### config.mk
export PLATFORM = sky130hd
export DESIGN_NAME = enoc_pkt_injector_flat
export DESIGN_NICKNAME = d
export VERILOG_FILES = /design/src/rtl/enoc_pkt_injector_if.sv /design/src/rtl/enoc_pkt_injector.sv /design/src/flat_wrapper.sv
export SDC_FILE = /design/constraint.sdc
export NUM_CORES = 1
export LEC_CHECK = 0
export ABC_AREA = 1
export CAP_MARGIN = 15
export CELL_PAD_IN_SITES_DETAIL_PLACEMENT = 0
export CELL_PAD_IN_SITES_GLOBAL_PLACEMENT = 1
export CORE_MARGIN = 10
export CORE_UTILIZATION = 40
export CTS_BUF_LIST = sky130_fd_sc_hd__clkbuf_8 sky130_fd_sc_hd__clkbuf_16
export DETAILED_ROUTE_END_ITERATION = 7
export GPL_ROUTABILITY_DRIVEN = 0
export GPL_TIMING_DRIVEN = 1
export PLACE_DENSITY = 0.73
export SLEW_MARGIN = 20
export SYNTH_ARGS = -nofsm -noshare
export SYNTH_HDL_FRONTEND = slang
export SYNTH_SLANG_ARGS = --single-unit
### constraint.sdc
create_clock -name clk -period 5.15 [get_ports clk]
set_input_delay 1.2875 -clock clk [delete_from_list [all_inputs] [get_ports clk]]
set_output_delay 1.2875 -clock clk [all_outputs]
set_load 0.02 [all_outputs]
### src/rtl/enoc_pkt_injector_if.sv
// Core-side and network-side handshake bundle for enoc_pkt_injector.
// slave = injector view, master = core + network driving it.
interface enoc_pkt_injector_if #(
   parameter int ADDR_W    = 4,
   parameter int PAYLOAD_W = 32,
   parameter int SEQ_W     = 8
);
   localparam int PKT_W = SEQ_W + 2 * ADDR_W + PAYLOAD_W;

   logic [PAYLOAD_W-1:0] i_data;
   logic [ADDR_W-1:0]    i_dest;
   logic                 i_data_val;
   logic                 o_en;
   logic [PKT_W-1:0]     o_data;
   logic                 o_data_val;
   logic                 i_en;
   logic [15:0]          o_pkt_count;

   modport slave (
      input  i_data, i_dest, i_data_val, i_en,
      output o_en, o_data, o_data_val, o_pkt_count
   );

   modport master (
      output i_data, i_dest, i_data_val, i_en,
      input  o_en, o_data, o_data_val, o_pkt_count
   );
endinterface

### src/rtl/enoc_pkt_injector.sv
// Network-interface transmitter: stamps core payloads with {seq, src, dest},
// buffers them in a show-ahead FIFO and injects them with an optional gap.
module enoc_pkt_injector #(
   parameter int NODE_ID   = 0,
   parameter int ADDR_W    = 4,
   parameter int PAYLOAD_W = 32,
   parameter int SEQ_W     = 8,
   parameter int DEPTH     = 4,
   parameter int INJ_GAP   = 0
) (
   input logic                clk,
   input logic                reset_n,
   enoc_pkt_injector_if.slave io_bus
);
   localparam int AW = $clog2(DEPTH);
   localparam int PW = SEQ_W + 2 * ADDR_W + PAYLOAD_W;
   localparam int GW = (INJ_GAP > 1) ? $clog2(INJ_GAP) : 1;
   localparam logic [AW:0]   FULL     = (AW+1)'(DEPTH);
   localparam logic [GW-1:0] GAP_LOAD = GW'((INJ_GAP > 0) ? INJ_GAP - 1 : 0);

   typedef enum logic [1:0] {IDLE, SEND, GAP} state_t;

   logic [PW-1:0]    r_mem [DEPTH];
   logic [AW-1:0]    r_wptr;
   logic [AW-1:0]    r_rptr;
   logic [AW:0]      r_count;
   logic             r_en;
   logic [SEQ_W-1:0] r_seq;
   logic [15:0]      r_pkt_cnt;
   state_t           r_state;
   logic [GW-1:0]    r_gap;
   logic             r_val;

   logic             w_wr;
   logic             w_rd;
   logic [AW:0]      w_count_nxt;

   assign w_wr = io_bus.i_data_val & r_en;
   assign w_rd = r_val & io_bus.i_en;

   always_comb begin
      w_count_nxt = r_count;
      case ({w_wr, w_rd})
         2'b10:   w_count_nxt = r_count + (AW+1)'(1);
         2'b01:   w_count_nxt = r_count - (AW+1)'(1);
         default: w_count_nxt = r_count;
      endcase
   end

   always_ff @(posedge clk or negedge reset_n) begin
      if (!reset_n) begin
         r_mem     <= '{default: '0};
         r_wptr    <= '0;
         r_rptr    <= '0;
         r_count   <= '0;
         r_en      <= 1'b0;
         r_seq     <= '0;
         r_pkt_cnt <= '0;
      end else begin
         if (w_wr) begin
            r_mem[r_wptr] <= {r_seq, ADDR_W'(NODE_ID), io_bus.i_dest, io_bus.i_data};
            r_wptr        <= r_wptr + 1'b1;
            r_seq         <= r_seq + 1'b1;
         end
         if (w_rd) begin
            r_rptr    <= r_rptr + 1'b1;
            r_pkt_cnt <= r_pkt_cnt + 16'd1;
         end
         r_count <= w_count_nxt;
         r_en    <= (w_count_nxt < FULL);
      end
   end

   // IDLE and GAP look at registered occupancy, so a fresh write never bypasses
   always_ff @(posedge clk or negedge reset_n) begin
      if (!reset_n) begin
         r_state <= IDLE;
         r_gap   <= '0;
         r_val   <= 1'b0;
      end else begin
         case (r_state)
            IDLE: begin
               if (r_count != '0) begin
                  r_state <= SEND;
                  r_val   <= 1'b1;
               end
            end
            SEND: begin
               if (w_rd) begin
                  if (INJ_GAP > 0) begin
                     r_state <= GAP;
                     r_gap   <= GAP_LOAD;
                     r_val   <= 1'b0;
                  end else if (w_count_nxt == '0) begin
                     r_state <= IDLE;
                     r_val   <= 1'b0;
                  end
               end
            end
            GAP: begin
               if (r_gap == '0) begin
                  if (r_count != '0) begin
                     r_state <= SEND;
                     r_val   <= 1'b1;
                  end else begin
                     r_state <= IDLE;
                     r_val   <= 1'b0;
                  end
               end else begin
                  r_gap <= r_gap - 1'b1;
               end
            end
            default: begin
               r_state <= IDLE;
               r_val   <= 1'b0;
            end
         endcase
      end
   end

   assign io_bus.o_data      = r_mem[r_rptr];
   assign io_bus.o_data_val  = r_val;
   assign io_bus.o_en        = r_en;
   assign io_bus.o_pkt_count = r_pkt_cnt;
endmodule
### src/flat_wrapper.sv
// flat-port wrapper written by rule: the top's interface ports become plain ports
module enoc_pkt_injector_flat 
#(
   parameter int NODE_ID   = 0,
   parameter int ADDR_W    = 4,
   parameter int PAYLOAD_W = 32,
   parameter int SEQ_W     = 8,
   parameter int DEPTH     = 4,
   parameter int INJ_GAP   = 0
)
  (clk, reset_n, io_bus_i_data, io_bus_i_dest, io_bus_i_data_val, io_bus_i_en, io_bus_o_en, io_bus_o_data, io_bus_o_data_val, io_bus_o_pkt_count);
  enoc_pkt_injector_if #(.ADDR_W(ADDR_W), .PAYLOAD_W(PAYLOAD_W), .SEQ_W(SEQ_W)) io_bus_i ();
  input logic clk;
  input logic reset_n;
  input wire logic [$bits(io_bus_i.i_data)-1:0] io_bus_i_data;
  input wire logic [$bits(io_bus_i.i_dest)-1:0] io_bus_i_dest;
  input wire logic [$bits(io_bus_i.i_data_val)-1:0] io_bus_i_data_val;
  input wire logic [$bits(io_bus_i.i_en)-1:0] io_bus_i_en;
  output wire logic [$bits(io_bus_i.o_en)-1:0] io_bus_o_en;
  output wire logic [$bits(io_bus_i.o_data)-1:0] io_bus_o_data;
  output wire logic [$bits(io_bus_i.o_data_val)-1:0] io_bus_o_data_val;
  output wire logic [$bits(io_bus_i.o_pkt_count)-1:0] io_bus_o_pkt_count;
  assign io_bus_i.i_data = io_bus_i_data;
  assign io_bus_i.i_dest = io_bus_i_dest;
  assign io_bus_i.i_data_val = io_bus_i_data_val;
  assign io_bus_i.i_en = io_bus_i_en;
  assign io_bus_o_en = io_bus_i.o_en;
  assign io_bus_o_data = io_bus_i.o_data;
  assign io_bus_o_data_val = io_bus_i.o_data_val;
  assign io_bus_o_pkt_count = io_bus_i.o_pkt_count;
  enoc_pkt_injector #(.NODE_ID(NODE_ID), .ADDR_W(ADDR_W), .PAYLOAD_W(PAYLOAD_W), .SEQ_W(SEQ_W), .DEPTH(DEPTH), .INJ_GAP(INJ_GAP)) u_core (.clk(clk), .reset_n(reset_n), .io_bus(io_bus_i));
endmodule
# Yosys cells after proc, flatten, opt, wreduce, memory -nomap -nowiden
# Index checks and enable logic that the tools add are counted.
# op_classes
addsub	7
order_cmp	4
eq_ne	8
n_mux	20
bitwise	4
n_reduce_logical	5
# ops
cell	count
$bwmux 192	1
$mux 48	3
$bmux 48 s2	1
$demux 48 s2	1
$add 16x1->16 const B	1
$add 8x1->8 const B	1
$mux 2	4
$mux 1	7
$ge 3x3->1 const B	2
$ne 2x1->1 const B	3
$not 2->3	2
$pmux 2 s3	1
$pmux 3 s2	1
$add 2x1->2 const B	2
$eq 2x1->1 const B	2
$eq 2x2->1 const B	2
$reduce_and 4->1	1
$add 3x1->3 const B	1
$logic_not 3->1	1
$lt 3x1->1 const B	1
$lt 3x3->1 const B	1
$pmux 1 s3	1
$reduce_bool 3->1	1
$sub 3x1->3 const B	1
other kinds (5)	6
# word_totals
regBits	228
in_bits	40
out_inout_bits	66

# Longest topological paths before layout
# logic_depth
depth_word	7
ltp_mapped	12
depth_no_buf	12

# Worst setup path after synthesis
# Ideal clock, no wire load.
# synth_path
path_kind	input-to-reg
start	input port io_bus_i_en
end	register u_core.r_val, in the netlist u_core.io_bus.o_data_val
setup_ns	0.126
arrival_time_ns	2.564
required_ns	5.024
slack_ns	2.459
path_stages	10
path_cell_list	nand2_1 inv_2 ha_1 inv_1 fa_1 nand2_1 o21ai_0 nand3_1 nor2_1 nor2_1
# synth_between
elab_chain_cells	6
word_cells_on_any_way	8
cone_classes	eq/ne: 4; mux: 1; bitwise: 1; reduce/logical: 2
# synth_lines
element	line_no	rtl
from (decl)	flat_wrapper.sv:18	input wire logic [$bits(io_bus_i.i_en)-1:0] io_bus_i_en;
$and 1x1->1 (*)	enoc_pkt_injector.sv:39	assign w_rd = r_val & io_bus.i_en;
named net u_core.w_rd	enoc_pkt_injector.sv:35	logic w_rd;
$eq 2x1->1 / $eq 2x2->1 (equally long branches)	enoc_pkt_injector.sv:43	case ({w_wr, w_rd})
$pmux 3 s2	enoc_pkt_injector.sv:43	
$logic_not 3->1	enoc_pkt_injector.sv:94	end else if (w_count_nxt == '0) begin
$ne 2x1->1 (no source line)	--	
$reduce_and 4->1 (no source line) (*)	--	
to (signal assigned)	enoc_pkt_injector.sv:93	r_val <= 1'b0;
to (signal assigned)	enoc_pkt_injector.sv:96	r_val <= 1'b0;
to (signal assigned)	enoc_pkt_injector.sv:104	r_val <= 1'b1;
to (decl)	enoc_pkt_injector.sv:32	logic r_val;
# The timed path passes the listed nets; every way through them passes the cells marked *.
# A chain may end at the register's enable or synchronous reset.

# Final worst setup path
# layout_path
start	register u_core.r_rptr[0]
end	output port io_bus_o_data[40]
# layout_between
elab_chain_cells	4
# layout_lines
element	line_no	rtl
from (decl)	enoc_pkt_injector.sv:25	logic [AW-1:0] r_rptr;
from (signal assigned)	enoc_pkt_injector.sv:66	r_rptr <= r_rptr + 1'b1;
$not 2->3 (implied by the code)	enoc_pkt_injector.sv:121	assign io_bus.o_data = r_mem[r_rptr];
$bmux 48 s2	enoc_pkt_injector.sv:121	
$mux 48 (implied by the code) (2 in series)	enoc_pkt_injector.sv:121	
to (decl)	flat_wrapper.sv:20	output wire logic [$bits(io_bus_i.o_data)-1:0] io_bus_o_data;
# Every way passes these cells. The select of a mux whose other input is x is not followed.

==> impl_metrics.csv <==
group,metric,value,unit
cts,clockBufferDepth,3,
synthesis,synthDistinctLibCells,28,
routing,wirelength,22700,µm
finish,final_util,48.9,%
pwr,leakage,5.19,nW
min_path,min_path_type,"flip-flop to flip-flop",
finish,final-instance-count-excl-fill,1417,
timing,drv_slew,0,
finish,antenna_cells,0,
grt,track_usage,16.0,%
synthesis,synth_fa_ha_area_share,1.16,%
pwr,max-vdd-ir-drop,0.000287,V
timing,min_period_over_period,79.9,%
cts,cts_setup_buffers,0,
critical_path,r2r_start,"u_core.io_bus.o_data_val$_DFFE_PN0P_",
finish,fin_nets,1165,
critical_path,worst_ep_arrival_time,2.83,ns
synthesis,synth_area,9270,µm²
run,cap_violations,0,
grt,grt_pass1_vias,7396,
finish,final_cell_area,11100,µm²
critical_path,worstSetupEndpointType,"output pin",
synthesis,synth_top_family_by_area,"compound AO/OA/AOI/OAI gates",
finish,drive_gt1_share,6.10,%
timing,setup_tns,0,ns
routing,vias,7184,
cts,clock_sinks,209,
routing,via_per_inst,5.07,
timing,hold_viol_final,0,
critical_path,r2r_setup_slack,3.07,ns
critical_path,path_class,"flip-flop to output pin",
cts,htree_levels,1,
timing,rsz0062_at_grt,"no",
synthesis,yosysWarnings,0,
place,place_ws,1.58,ns
pwr,total_power,7.82,mW
place,dp.cells,1377,
critical_path,r2r_cells,10,
timing,tightest_slew,0.960,ns
cts,cts.root.buffer_cell,"clkbuf_16",
timing,worst_slew_margin_rel,35.9,%
min_path,min_from,"u_core.r_seq[6]$_DFFE_PN0P_",
floorplanning,initial_core_util,40.8,%
critical_path,start_kind,"flip-flop",
critical_path,worst_r2r_endpoint,"u_core.io_bus.o_data_val$_DFFE_PN0P_",
timing,max_freq,0.243,GHz
routing,drtIter0Drc,444,
finish,areaGrowthSynthToFinish,19.8,%
routing,ant_nets,0,
synthesis,yosys.area_share.simple,15.6,%
timing,skew,0.00774,ns
synthesis,avgSynthCellArea,8.84,µm²
floorplanning,core,22700,µm²
floorplanning,num_rows,55,
floorplanning,ioPinCount,106,
synthesis,synth_xor_area_share,1.61,%
floorplanning,dieArea,29700,µm²
cts,cts_hold_buf,0,
min_path,worstHoldEndpoint,"u_core.r_seq[6]$_DFFE_PN0P_",
routing,firstDrtPassIters,5,
synthesis,synthMuxAreaShare,0,%
finish,fillers,2199,
critical_path,worstPathRequired,3.86,ns
grt,grt_remaining_overflow,0,
place,place_area,10300,µm²
timing,holdWs,0.467,ns
synthesis,synth_seq_area_share,56.4,%
place,dp_hpwl,13200,µm
grt,grt_pass1_wl,38900,µm
critical_path,critPathMaxFanout,89,
timing,setup_viol,0,
cts,cts_tree,"done",
routing,avgRoutedWirePerCell,16.0,µm
cts,cts_buffers,23,
cts,clock_latency,0.50,ns
pwr,p_per_area,704,nW/µm²
grt,grt_max_degree,97,
run_status,outcome,"finished, final reports clean",
cts,path_clk_slew,0.06,ns
grt,antenna_found_initial,0,
min_path,hold_depth,1,
floorplanning,dieWidth,172,µm
synthesis,synth-compound-area-share,18.0,%
cts,cts_repair_resize_count,0,
floorplanning,die_h,172,µm
synthesis,yosys_register_bits,209,
synthesis,syn_inst,1049,
routing,drc,0,
timing,layout_min_cycle_time,4.11,ns
place,place.port_buffers,101,
timing,worst_slack,1.04,ns
## cell usage in the layout, fill, tap and decap left out, drive strengths merged, types with 5 or more instances in the layout
master | Yosys | final
clkinv | 0 | 5
inv | 73 | 76
dfrtp | 209 | 209
xnor2 | 5 | 5
nand4 | 6 | 6
clkbuf | 27 | 27
buf | 41 | 7
clkdlybuf4s50 | 0 | 100
nand3 | 10 | 10
ha | 7 | 7
xor2 | 12 | 12
nor2 | 113 | 113
nand2 | 227 | 227
o21ai | 269 | 269
o22ai | 44 | 44
## flip-flops by register name, indices dropped and copies added (netlist names)
register,flops
u_core.io_bus.o_en,1
u_core.r_rptr,2
u_core.r_wptr,2
u_core.io_bus.o_pkt_count,16
u_core.r_seq,8
u_core.io_bus.o_data_val,1
u_core.r_count,3
u_core.r_mem,176
## report_power, final
group / internal [mW] / total (mW) / switching [mW] / leakage [nW]
logic: 1.37 / 3.41 / 2.04 / 2.19
clock network: 1.00 / 1.66 / 0.658 / 0.383
registers: 2.36 / 2.75 / 0.385 / 2.62
total: 4.73 / 7.82 / 3.09 / 5.19
## layer usage
metal / wire, µm / global-route usage [%] / vias to the layer above
met5: 0 / 0 / -
met4: 399 / 4.16 / 0
met3: 1360 / 3.44 / 32
met2: 10400 / 25.5 / 146
met1: 10500 / 21.5 / 3427
li1: - / - / 3579
## how the worst max path moves through the flow
stage	start	to	cells after the start
floorplan	io_bus_i_en	u_core.io_bus.o_data_val$_DFFE_PN0P_	10
global placement	u_core.r_rptr[0]$_DFFE_PN0P_	io_bus_o_data[41]	4
detailed placement	u_core.r_rptr[0]$_DFFE_PN0P_	io_bus_o_data[40]	4
CTS	u_core.r_rptr[0]$_DFFE_PN0P_	io_bus_o_data[40]	4
global route	u_core.r_rptr[0]$_DFFE_PN0P_	io_bus_o_data[40]	4
finish	u_core.r_rptr[0]$_DFFE_PN0P_	io_bus_o_data[40]	4
## area by class of cell
cell class                 count  area, µm²  area share (%)
clock inverter                14        149            1.34
timing repair buffer         108       1090            9.84
inverter                      73        279            2.51
sequential                   209       5230            47.1
tap                          285        357            3.21
multi-input combinational    702       3380            30.4
clock buffer                  26        617            5.55
## cell usage after synthesis
cell type | instances | area share, %
nand3_1 | 10 | 0.54
nand3b_1 | 1 | 0.081
nand2_1 | 222 | 9.0
buf_2 | 19 | 1.0
o21ai_2 | 12 | 1.1
ha_1 | 7 | 0.94
clkbuf_1 | 27 | 1.1
buf_6 | 12 | 1.5
inv_1 | 70 | 2.8
fa_1 | 1 | 0.22
nor3_4 | 1 | 0.18
buf_4 | 6 | 0.49
buf_1 | 4 | 0.16
nor4_1 | 1 | 0.068
nand2_4 | 5 | 0.61
nor2_1 | 111 | 4.5
xor2_1 | 12 | 1.1
o21ai_1 | 68 | 3.7
dfrtp_1 | 209 | 56
nor3_1 | 1 | 0.054
nor2_2 | 2 | 0.13
inv_6 | 1 | 0.095
o21ai_0 | 189 | 10
inv_2 | 2 | 0.081
o22ai_1 | 44 | 3.0
conb_1 | 1 | 0.040
xnor2_1 | 5 | 0.47
nand4_1 | 6 | 0.41
## cells by family (layout without fill, tap and decap cells)
group | after synthesis | after routing
buffers and inverters | 141 | 221
adders and majority gates | 8 | 8
AOI/OAI and AO/OA | 313 | 313
and+or+nand+nor | 360 | 360
other | 1 | 4
xor gates and xnor gates | 17 | 17
DFF | 209 | 209
## worst max-delay path: stages (launching register included)
cell             delay, ns
dfrtp_2               0.36
buf_4                 0.70
o21ai_0               0.23
o22ai_1               0.32
clkdlybuf4s50_1       0.67
(Power assumes the default switching activity.)
